--- config.mk ---
export PLATFORM = sky130hd
export DESIGN_NAME = udi_spect_peak
export DESIGN_NICKNAME = d
export VERILOG_FILES = /design/src/rtl/udi_spect_peak.sv
export SDC_FILE = /design/constraint.sdc
export NUM_CORES = 1
export LEC_CHECK = 0
export CAP_MARGIN = 20
export CORE_ASPECT_RATIO = 1.5
export CORE_UTILIZATION = 30
export DETAILED_ROUTE_END_ITERATION = 8
export GPL_TIMING_DRIVEN = 0
export PLACE_DENSITY = 0.55
export REMOVE_ABC_BUFFERS = 1
export SYNTH_ARGS = -nofsm -noshare
export SYNTH_HDL_FRONTEND = slang
export SYNTH_SLANG_ARGS = --single-unit
--- constraint.sdc ---
create_clock -name gclk -period 5.05 [get_ports gclk]
set_input_delay 1.515 -clock gclk [delete_from_list [all_inputs] [get_ports gclk]]
set_output_delay 1.515 -clock gclk [all_outputs]
set_load 0.01 [all_outputs]
--- src/rtl/udi_spect_peak.sv ---
// udi_spect_peak: integrates 2^K frames of spectral power bins, then scans the
// averaged bins for the peak value/index and the count of bins above threshold.
module udi_spect_peak #(
  parameter int NBINS     = 16,
  parameter int LOG_NBINS = 4,
  parameter int ACCW      = 35
) (
  input  logic                 gclk,
  input  logic                 greset,
  input  logic                 in_valid,
  input  logic                 in_sof,
  input  logic [31:0]          in_pwr,
  output logic                 in_ready,
  input  logic [1:0]           cfg_avg_log2,
  input  logic [31:0]          in_thr,
  output logic                 out_valid,
  output logic [31:0]          out_peak_pwr,
  output logic [LOG_NBINS-1:0] out_peak_idx,
  output logic [LOG_NBINS:0]   out_hit_cnt,
  output logic                 out_err
);

  localparam int DATA_W = 32;
  localparam int HIT_W  = LOG_NBINS + 1;
  localparam logic [LOG_NBINS-1:0] LAST_BIN = LOG_NBINS'(NBINS - 1);

  typedef enum logic [1:0] {IDLE, ACC, SCAN, DONE} state_t;

  // Averaging is a truncating right shift of the integrated power.
  function automatic logic [DATA_W-1:0] avg_trunc(input logic [ACCW-1:0] a,
                                                  input logic [1:0] sh);
    return DATA_W'(a >> sh);
  endfunction

  state_t                state, nxt_state;
  logic [LOG_NBINS-1:0]  bin_cnt;
  logic [2:0]            frame_cnt;
  logic [1:0]            avg_log2_r;
  logic [LOG_NBINS-1:0]  scan_idx;
  logic [ACCW-1:0]       acc [NBINS];

  logic [DATA_W-1:0]     thr_r;
  logic [DATA_W-1:0]     peak;
  logic [LOG_NBINS-1:0]  pk_idx;
  logic [HIT_W-1:0]      hit;

  logic                  accept, start, acc_wr, err, frame_last, scan_done;
  logic [2:0]            frames_m1;
  logic [ACCW-1:0]       pwr_ext;
  logic [DATA_W-1:0]     avg_s;
  logic [DATA_W-1:0]     peak_nxt;
  logic [LOG_NBINS-1:0]  idx_nxt;
  logic [HIT_W-1:0]      hit_nxt;

  assign in_ready   = (state == IDLE) || (state == ACC);
  assign accept     = in_valid && in_ready;
  assign pwr_ext    = ACCW'(in_pwr);
  assign frames_m1  = ~(3'b111 << avg_log2_r);
  assign frame_last = (bin_cnt == LAST_BIN) && (frame_cnt == frames_m1);
  assign scan_done  = (state == SCAN) && (scan_idx == LAST_BIN);

  // Scan datapath: fold the current averaged bin into the running peak/hit
  assign avg_s    = avg_trunc(acc[scan_idx], avg_log2_r);
  assign peak_nxt = (avg_s > peak) ? avg_s : peak;
  assign idx_nxt  = (avg_s > peak) ? scan_idx : pk_idx;
  assign hit_nxt  = hit + HIT_W'(avg_s > thr_r);

  // Next-state and per-sample control decode
  always_comb begin
    nxt_state = state;
    start     = 1'b0;
    acc_wr    = 1'b0;
    err       = 1'b0;
    case (state)
      IDLE: begin
        if (accept && in_sof) begin
          start     = 1'b1;
          nxt_state = ACC;
        end
      end
      ACC: begin
        if (accept) begin
          if (in_sof && (bin_cnt != '0)) begin
            err       = 1'b1;
            start     = 1'b1;
            nxt_state = ACC;
          end else if (!in_sof && (bin_cnt == '0)) begin
            err       = 1'b1;
            nxt_state = IDLE;
          end else begin
            acc_wr = 1'b1;
            if (frame_last) nxt_state = SCAN;
          end
        end
      end
      SCAN: begin
        if (scan_idx == LAST_BIN) nxt_state = DONE;
      end
      DONE: nxt_state = IDLE;
      default: nxt_state = IDLE;
    endcase
  end

  // Control state: FSM, counters, latched config and result registers
  always_ff @(posedge gclk or posedge greset) begin
    if (greset) begin
      state        <= IDLE;
      bin_cnt      <= '0;
      frame_cnt    <= '0;
      avg_log2_r   <= '0;
      scan_idx     <= '0;
      out_valid    <= 1'b0;
      out_err      <= 1'b0;
      out_peak_pwr <= '0;
      out_peak_idx <= '0;
      out_hit_cnt  <= '0;
    end else begin
      state   <= nxt_state;
      out_err <= err;
      if (start) begin
        bin_cnt    <= LOG_NBINS'(1);
        frame_cnt  <= '0;
        avg_log2_r <= cfg_avg_log2;
      end else if (acc_wr) begin
        bin_cnt <= bin_cnt + LOG_NBINS'(1);
        if (bin_cnt == LAST_BIN) frame_cnt <= frame_cnt + 3'd1;
      end else if (err) begin
        bin_cnt   <= '0;
        frame_cnt <= '0;
      end
      scan_idx  <= (state == SCAN) ? scan_idx + LOG_NBINS'(1) : '0;
      // Result is registered on the last scan step so it is visible in DONE
      out_valid <= scan_done;
      if (scan_done) begin
        out_peak_pwr <= peak_nxt;
        out_peak_idx <= idx_nxt;
        out_hit_cnt  <= hit_nxt;
      end
    end
  end

  // Datapath: accumulator writes and scan working registers (no reset needed)
  always_ff @(posedge gclk) begin
    if (start) begin
      acc[0] <= pwr_ext;
    end else if (acc_wr) begin
      acc[bin_cnt] <= (frame_cnt == 3'd0) ? pwr_ext : acc[bin_cnt] + pwr_ext;
    end
    if ((state == ACC) && (nxt_state == SCAN)) begin
      thr_r  <= in_thr;
      peak   <= '0;
      pk_idx <= '0;
      hit    <= '0;
    end else if (state == SCAN) begin
      peak   <= peak_nxt;
      pk_idx <= idx_nxt;
      hit    <= hit_nxt;
    end
  end

endmodule

==> summary.md, run 1 <==
| Metric | Value |
|---|---|
| Average cell area after synthesis | 16.4 sq um |
| First-pass GRT wire length | 148000 microns |
| Seq/Total Area, Yosys | 57.7% |
| Hold Buf Count CTS | 0 |
| Pwr Density | 441 mW/mm^2 |
| Mapped Area | 0.0348 sq mm |
| Worst-margin pin slew | 1.19 ns |
| Fmax | 202 MHz |
| R2R depth | 21 |
| Core ar. | 0.115 sq mm |
| IO buf count | 113 |
| Crit-path max FO | 5 |
| DIE AREA | 0.117 sq mm |
| # IOs | 114 |
| Row cnt | 152 |
| Worst path required time | 5.54 ns |
| CTS clk-pin slew, worst paths | 0.06 ns |
| Die Y | 419 microns |
| Iteration count of the initial detailed-routing pass | 5 |
| Netlist cell types | 62 |
| RePlAce Congestion | 0.824 |
| Sequential Power Share | 35.8% |
| Starting Density | 30.3% |
| Internal Power | 12.6 mW |
| Worst Path Class, Setup | reg -> reg |
| Lkg Pwr | 14.2 nW |
| Primary FF master, synth | edfxtp_1 |
| Antenna violations before repair | 12 |
| Dpl hpwl | 65300 microns |
| Switching power of the nets | 6.20 mW |
| Post-synth EDFFs | 592 |
| Final period util | 97.9% |
| Most frequent cells in the layout | 592 x edfxtp_1, 346 x mux4_2, 130 x nand2_1 |
| CP endpoint kind | register |
| Maximum number of pins on one net before global-route repair | 49 |
| TritonCTS buffer count | 68 |
| Slew Viols, Final | 0 |
| Post-route DRC | 0 |
| FF-to-FF End | hit[4]$_SDFFE_PP0P_ |
| Number of global-route vias before repair | 22.2k |
| RSZ-0062 raised after global routing | yes |
| Worst hold slack | 0.465 ns |
| Gr ovfl total | 0 |
| Fin crit period | 4.94 ns |
| Skew-Pair Late Insertion Delay | 0.64 ns |
| Clock Power Share | 27.5% |
| CP Capture Point | hit[4]$_SDFFE_PP0P_ |
| CTS H-tree depth | 3 |
| Final instance area | 0.0425 sq mm |
| FF-to-FF setup slack | 0.11 ns |
| Total Routing Usage GR | 17.2% |
| Slew headroom | 20.7% |
| Status | completed |
| Cell Area, Placed | 0.0389 sq mm |
| Sink Count | 691 |
| Switching Fraction | 33.1% |
| Worst IR Drop VDD | 0.270 mV |
| Clock root buffer | clkbuf_16 |
| Nets | 2480 |
| Crit path from | scan_idx[0]$_DFF_PP0_ |
| Share of post-route cells with drive strength above 1 | 30.2% |
| Combinational share of power | 36.7% |
| Most common cell after layout, fill and taps aside | edfxtp_1 |
| CTS tree | yes |
| Die X | 280 microns |
| Final Setup Violations | 0 |
| Routed WL | 100000 microns |
| #FFs+latches synth | 691 |
| Vias per cell | 5.40 |
| Final hold violation count | 0 |
| Worst Hold Class | reg -> reg |
| Via count | 21.0k |
| P&R area growth vs syn | 22.3% |
| Iteration-0 DRC count of the detailed router | 1869 |
| Routed Antenna Nets | 0 |
| Worst endpoint data arrival time | 5.43 ns |
| Ys async rst share | 8.39% |
| Max Cap Violations | 0 |
| Synth warn | 0 |
| Crit start category | register |
| Routed len/inst | 25.8 microns |
| Worst Clk Skew | 0.0209 ns |
| Max clock buf depth | 3 |
| R2R Path Start | scan_idx[0]$_DFF_PP0_ |
| Synth Instances | 2123 |
[cell families (layout without fill, tap and decap cells)]
kind of cell,count (synthesis),count (layout),synth area share (%)
XOR/XNOR,39,39,0.982
multiplexers,420,420,24.7
AND/OR/NAND/NOR,337,338,4.38
flip-flops,691,691,57.7
AO/OA/AOI/OAI,297,298,5.63
buffers and inverters,233,462,2.82
other,0,1,0
adder cells (fa/ha/maj),106,106,3.84
[state kept, by name, summed over array words and instances, names as in the netlist, 2 cells and up]
register and flops:
acc 560, avg_log2_r 2, bin_cnt 4, frame_cnt 3, hit 5, out_hit_cnt 5, out_peak_idx 4, out_peak_pwr 32
peak 32, pk_idx 4, scan_idx 4, state 2, thr_r 32
[routing by layer]
layer,share of wire (%),GRT usage [%],wire [microns],up-vias
li1,-,-,-,9045
met1,38,20.2,38300,11080
met2,53,31.3,53200,684
met3,5.7,3.33,5680,188
met4,3.1,5.80,3110,20
met5,0.13,0,130,-
[worst max-delay path, stage by stage, from the launching register on]
cell	delay, ns
dfrtp_4	0.46
buf_16	0.16
bufbuf_16	0.27
mux4_2	0.49
mux4_2	0.60
mux2i_4	0.25
mux2i_4	0.13
ha_1	0.37
a21o_1	0.18
a21o_1	0.17
a21o_1	0.17
a21o_1	0.17
a21o_1	0.17
a21o_1	0.18
a21oi_4	0.21
a21boi_1	0.10
ha_2	0.20
ha_4	0.18
nand3_4	0.10
nor2_2	0.04
xnor2_1	0.14
nor2_1	0.05
[power groups by stage]
| stage | combinational, mW | sequential (mW) | clock [mW] |
|---|---|---|---|
| 2_1_floorplan | 4.23 | 7.06 | 0 |
| 3_3_place_gp | 5.36 | 7.28 | 0 |
| 3_5_place_dp | 6.02 | 6.94 | 0 |
| 4_1_cts | 6.59 | 6.69 | 5.28 |
| 5_1_grt | 7.40 | 6.74 | 5.44 |
| 6_report | 6.88 | 6.71 | 5.16 |
[cells in the mapped netlist, drive strengths merged, types with 8 or more instances]
cell	n	share of area (%)
o31ai	39	0.84
o311ai	31	0.78
nor2	60	0.65
a21o	45	0.97
ha	105	3.8
nor3	8	0.12
xor2	14	0.35
mux2	11	0.36
edfxtp	592	51
clkbuf	76	0.82
mux2i	61	1.8
nand3	87	1.3
nand2	130	1.4
o21bai	8	0.17
buf	64	0.99
o21ai	78	1.1
mux4	348	23
dfrtp	58	4.2
dfxtp	41	2.4
inv	92	0.99
xnor2	25	0.63
a21oi	57	0.83
nand4	23	0.41
[cell type report]
type,instances,area [sq um]
sequential,691,20100
clock inverter,31,307
multi-input combinational,1201,14500
tap,1540,1930
clock buffer,89,1900
inverter,93,349
fill,10480,72200
antenna,1,2.50
timing repair buffer,249,3490
[how the worst min path moves through the flow]
| stage | to | startpoint | slack [ns] | depth (start not counted) |
|---|---|---|---|---|
| after floorplan | pk_idx[2]$_SDFFE_PP0P_ | pk_idx[2]$_SDFFE_PP0P_ | 0.43 | 2 |
| after global placement | pk_idx[0]$_SDFFE_PP0P_ | pk_idx[0]$_SDFFE_PP0P_ | 0.44 | 2 |
| after detailed placement | pk_idx[0]$_SDFFE_PP0P_ | pk_idx[0]$_SDFFE_PP0P_ | 0.45 | 2 |
| after CTS | pk_idx[0]$_SDFFE_PP0P_ | pk_idx[0]$_SDFFE_PP0P_ | 0.46 | 2 |
| after global routing | pk_idx[0]$_SDFFE_PP0P_ | pk_idx[0]$_SDFFE_PP0P_ | 0.48 | 2 |
| final | out_peak_idx[3]$_DFFE_PP0P_ | out_peak_idx[3]$_DFFE_PP0P_ | 0.47 | 2 |
[through the flow]
| stage | cells | setup TNS, ns | setup WS [ns] | power, mW | util (%) |
|---|---|---|---|---|---|
| 2_1_floorplan | 1983 | -5714.89 | -7.72 | 11.3 | - |
| 3_5_place_dp | 3721 | -500.24 | -1.97 | 13.0 | 33.9 |
| 6_report | 3895 | 0 | 0.106 | 18.8 | 37.1 |
| 3_3_place_gp | 3636 | - | -13.54 | 12.6 | 32.4 |
| 4_1_cts | 3881 | 0 | 0.000774 | 18.6 | 36.7 |
| 5_1_grt | 3894 | -0.0893 | -0.0631 | 19.6 | 37.1 |
[what timing repair did]
action,in CTS,in global routing
gates cloned,10,2
endpoints found under the hold margin,0,0
buffers inserted,30,9
resized for setup,76,65
pin swaps,10,20
endpoints found under the setup margin,526,242
Note: power is estimated with default switching activity, not from simulation.
==> run 2, diff against run 1 <==
--- a/config.mk
+++ b/config.mk
@@ -5,7 +5,6 @@
 export SDC_FILE = /design/constraint.sdc
 export NUM_CORES = 1
 export LEC_CHECK = 0
-export CAP_MARGIN = 20
 export CORE_ASPECT_RATIO = 1.5
 export CORE_UTILIZATION = 30
 export DETAILED_ROUTE_END_ITERATION = 8
@@ -15,3 +14,4 @@
 export SYNTH_ARGS = -nofsm -noshare
 export SYNTH_HDL_FRONTEND = slang
 export SYNTH_SLANG_ARGS = --single-unit
+export TNS_END_PERCENT = 20
==> run 2 against run 1 <==
Final area fell by 0.16%. First-iteration DRC count shrank 2.6%. Total power is 0.10% lower. Clock power fell by 1%. Via count increased by 0.41%. Die area stayed put. Critical path depth shrank 4. Wire length increased by 0.91%. Register-to-register slack hardly changed. Maximum frequency rose by 0.13%. Cell count decreased by 0.44%. Critical path type unchanged. Largest cell class unchanged. Highest routed layer unchanged.
==> summary.md, run 2 (synthesis results as in run 1) <==
| Metric | Value |
|---|---|
| Worst Path Class, Setup | reg -> reg |
| Switching power of the nets | 6.28 mW |
| Crit start category | register |
| FF-to-FF setup slack | 0.11 ns |
| FF-to-FF End | out_peak_pwr[26]$_DFFE_PP0P_ |
| # fillers | 10.5k |
| Switching Fraction | 33.5% |
| Total Routing Usage GR | 17.1% |
| Maximum number of pins on one net before global-route repair | 81 |
| Gr ovfl total | 0 |
| Skew-Pair Late Insertion Delay | 0.66 ns |
| Via count | 21.1k |
| Number of global-route vias before repair | 21.9k |
| Slew Viols, Final | 0 |
| Max clock buf depth | 3 |
| Hold path cells | 2 |
| Final Setup Violations | 0 |
| Internal Power | 12.4 mW |
| CTS H-tree depth | 3 |
| Crit-path max FO | 48 |
| Worst Clk Skew | 0.0294 ns |
| Final hold violation count | 0 |
| IO buf count | 113 |
| Antenna cells | 0 |
| Routed len/inst | 26.1 microns |
| Worst Hold Class | reg -> reg |
| Max Cap Violations | 0 |
| Clock Power Share | 27.3% |
| Pwr Density | 441 mW/mm^2 |
| Final period util | 97.8% |
| # IOs | 114 |
| P&R area growth vs syn | 22.1% |
| Hold Buf Count CTS | 0 |
| Slew headroom | 22.4% |
| Worst IR Drop VDD | 0.270 mV |
| Max reg flops | 560 |
| Clock root buffer | clkbuf_16 |
| TritonCTS buffer count | 67 |
| Worst endpoint data arrival time | 5.45 ns |
| Most frequent cells in the layout | 592 x edfxtp_1, 345 x mux4_2, 130 x nand2_1 |
| RSZ-0062 raised after global routing | yes |
| Fmax | 203 MHz |
| Worst hold slack | 0.462 ns |
| Fin crit period | 4.94 ns |
| Post-route DRC | 0 |
| Routed Antenna Nets | 0 |
| Hold path startpoint | pk_idx[0]$_SDFFE_PP0P_ |
| DIE AREA | 0.117 sq mm |
| R2R depth | 17 |
| Cell Area, Placed | 0.0387 sq mm |
| Share of post-route cells with drive strength above 1 | 30.1% |
| Die Y | 419 microns |
| Iteration count of the initial detailed-routing pass | 5 |
| Most common cell after layout, fill and taps aside | edfxtp_1 |
| Combinational share of power | 36.9% |
| Largest Register | acc |
| Vias per cell | 5.44 |
| Worst Hold End | pk_idx[0]$_SDFFE_PP0P_ |
| Nets | 2461 |
| Row cnt | 152 |
| Dpl hpwl | 64500 microns |
| Die X | 280 microns |
| Sink Count | 691 |
| Lkg Pwr | 14.1 nW |
| R2R Path Start | scan_idx[0]$_DFF_PP0_ |
| Worst path required time | 5.56 ns |
| Starting Density | 30.3% |
| Final Util | 37.0% |
| Worst-margin pin slew | 1.16 ns |
| Core ar. | 0.115 sq mm |
| Final instance area | 0.0424 sq mm |
| CTS clk-pin slew, worst paths | 0.06 ns |
| Status | completed |
| Routed WL | 101000 microns |
| CP endpoint kind | register |
| CTS tree | yes |
| Sequential Power Share | 35.8% |
| Iteration-0 DRC count of the detailed router | 1820 |
| Antenna violations before repair | 11 |
| RePlAce Congestion | 0.824 |
| First-pass GRT wire length | 146000 microns |
[run 2: cell types whose count changed in the layout (fill, tap and decap cells not counted), sizes merged]
cell      change
bufinv        +1
buf          -23
diode         -1
inv           -1
bufbuf        -4
clkinvlp      +2
o2bb2ai       +1
clkinv        +8
[run 2: worst max path at each step]
stage | from | endpoint | slack [ns] | cells after the start
after global placement | scan_idx[0]$_DFF_PP0_ | peak[0]$_SDFFE_PP0P_ | -13.54 | 14
final | scan_idx[0]$_DFF_PP0_ | out_peak_pwr[26]$_DFFE_PP0P_ | 0.11 | 17
after global routing | scan_idx[0]$_DFF_PP0_ | out_hit_cnt[4]$_DFFE_PP0P_ | -0.08 | 22
after detailed placement | bin_cnt[0]$_DFFE_PP0P_ | acc[15][30]$_DFFE_PP_ | -2.35 | 13
after floorplan | scan_idx[0]$_DFF_PP0_ | peak[0]$_SDFFE_PP0P_ | -7.72 | 14
after CTS | scan_idx[0]$_DFF_PP0_ | out_hit_cnt[4]$_DFFE_PP0P_ | -0.46 | 21
[run 2: layer usage]
| metal | share of wire, % | track usage (%) | up-vias |
|---|---|---|---|
| li1 | - | - | 9013 |
| met1 | 38 | 20.4 | 11165 |
| met2 | 52 | 30.4 | 722 |
| met3 | 6.1 | 3.27 | 185 |
| met4 | 3.3 | 6.03 | 18 |
| met5 | 0.10 | 0 | - |
[run 2: repair_timing]
item	in CTS	in global routing
pin swaps	5	23
setup endpoints to repair	578	370
buffers inserted	15	30
gates resized for setup	74	94
cloned	4	14
[run 2: final cells by class]
cell class	instances	area, sq um	area share [%]
clock buffer	81	1790	4.22
clock inverter	41	387	0.911
inverter	93	350	0.825
multi-input combinational	1202	14600	34.3
sequential	691	20100	47.3
tap	1540	1930	4.54
timing repair buffer	230	3360	7.91
[run 2: power groups by stage]
| stage | Clock [mW] | Sequential (mW) | Combinational, mW |
|---|---|---|---|
| 2_1_floorplan | 0 | 7.06 | 4.23 |
| 3_3_place_gp | 0 | 7.28 | 5.36 |
| 3_5_place_dp | 0 | 6.94 | 6.01 |
| 4_1_cts | 5.23 | 6.69 | 6.53 |
| 5_1_grt | 5.40 | 6.74 | 7.42 |
| 6_report | 5.11 | 6.71 | 6.90 |
[run 2: per-stage QoR]
stage          std cells  power, mW  setup TNS, ns  setup WS [ns]
3_5_place_dp        3692       12.9        -775.90          -2.35
6_report            3878       18.7              0          0.112
3_3_place_gp        3636       12.6              -         -13.54
5_1_grt             3878       19.6         -0.641        -0.0771
2_1_floorplan       1983       11.3       -5714.89          -7.72
4_1_cts             3833       18.5         -16.32         -0.458
[run 2: worst max-delay path, stage by stage, from the launching register on]
cell	delay (ns)
dfrtp_4	0.52
buf_12	0.17
buf_16	0.16
clkbuf_16	0.17
buf_4	0.13
mux4_2	0.41
mux4_2	0.59
mux2i_4	0.22
mux2i_2	0.16
ha_1	0.38
nand3_1	0.14
or3_1	0.41
nor2_1	0.14
inv_1	0.10
o21ba_2	0.27
o2bb2ai_4	0.21
buf_12	0.23
o311ai_0	0.33
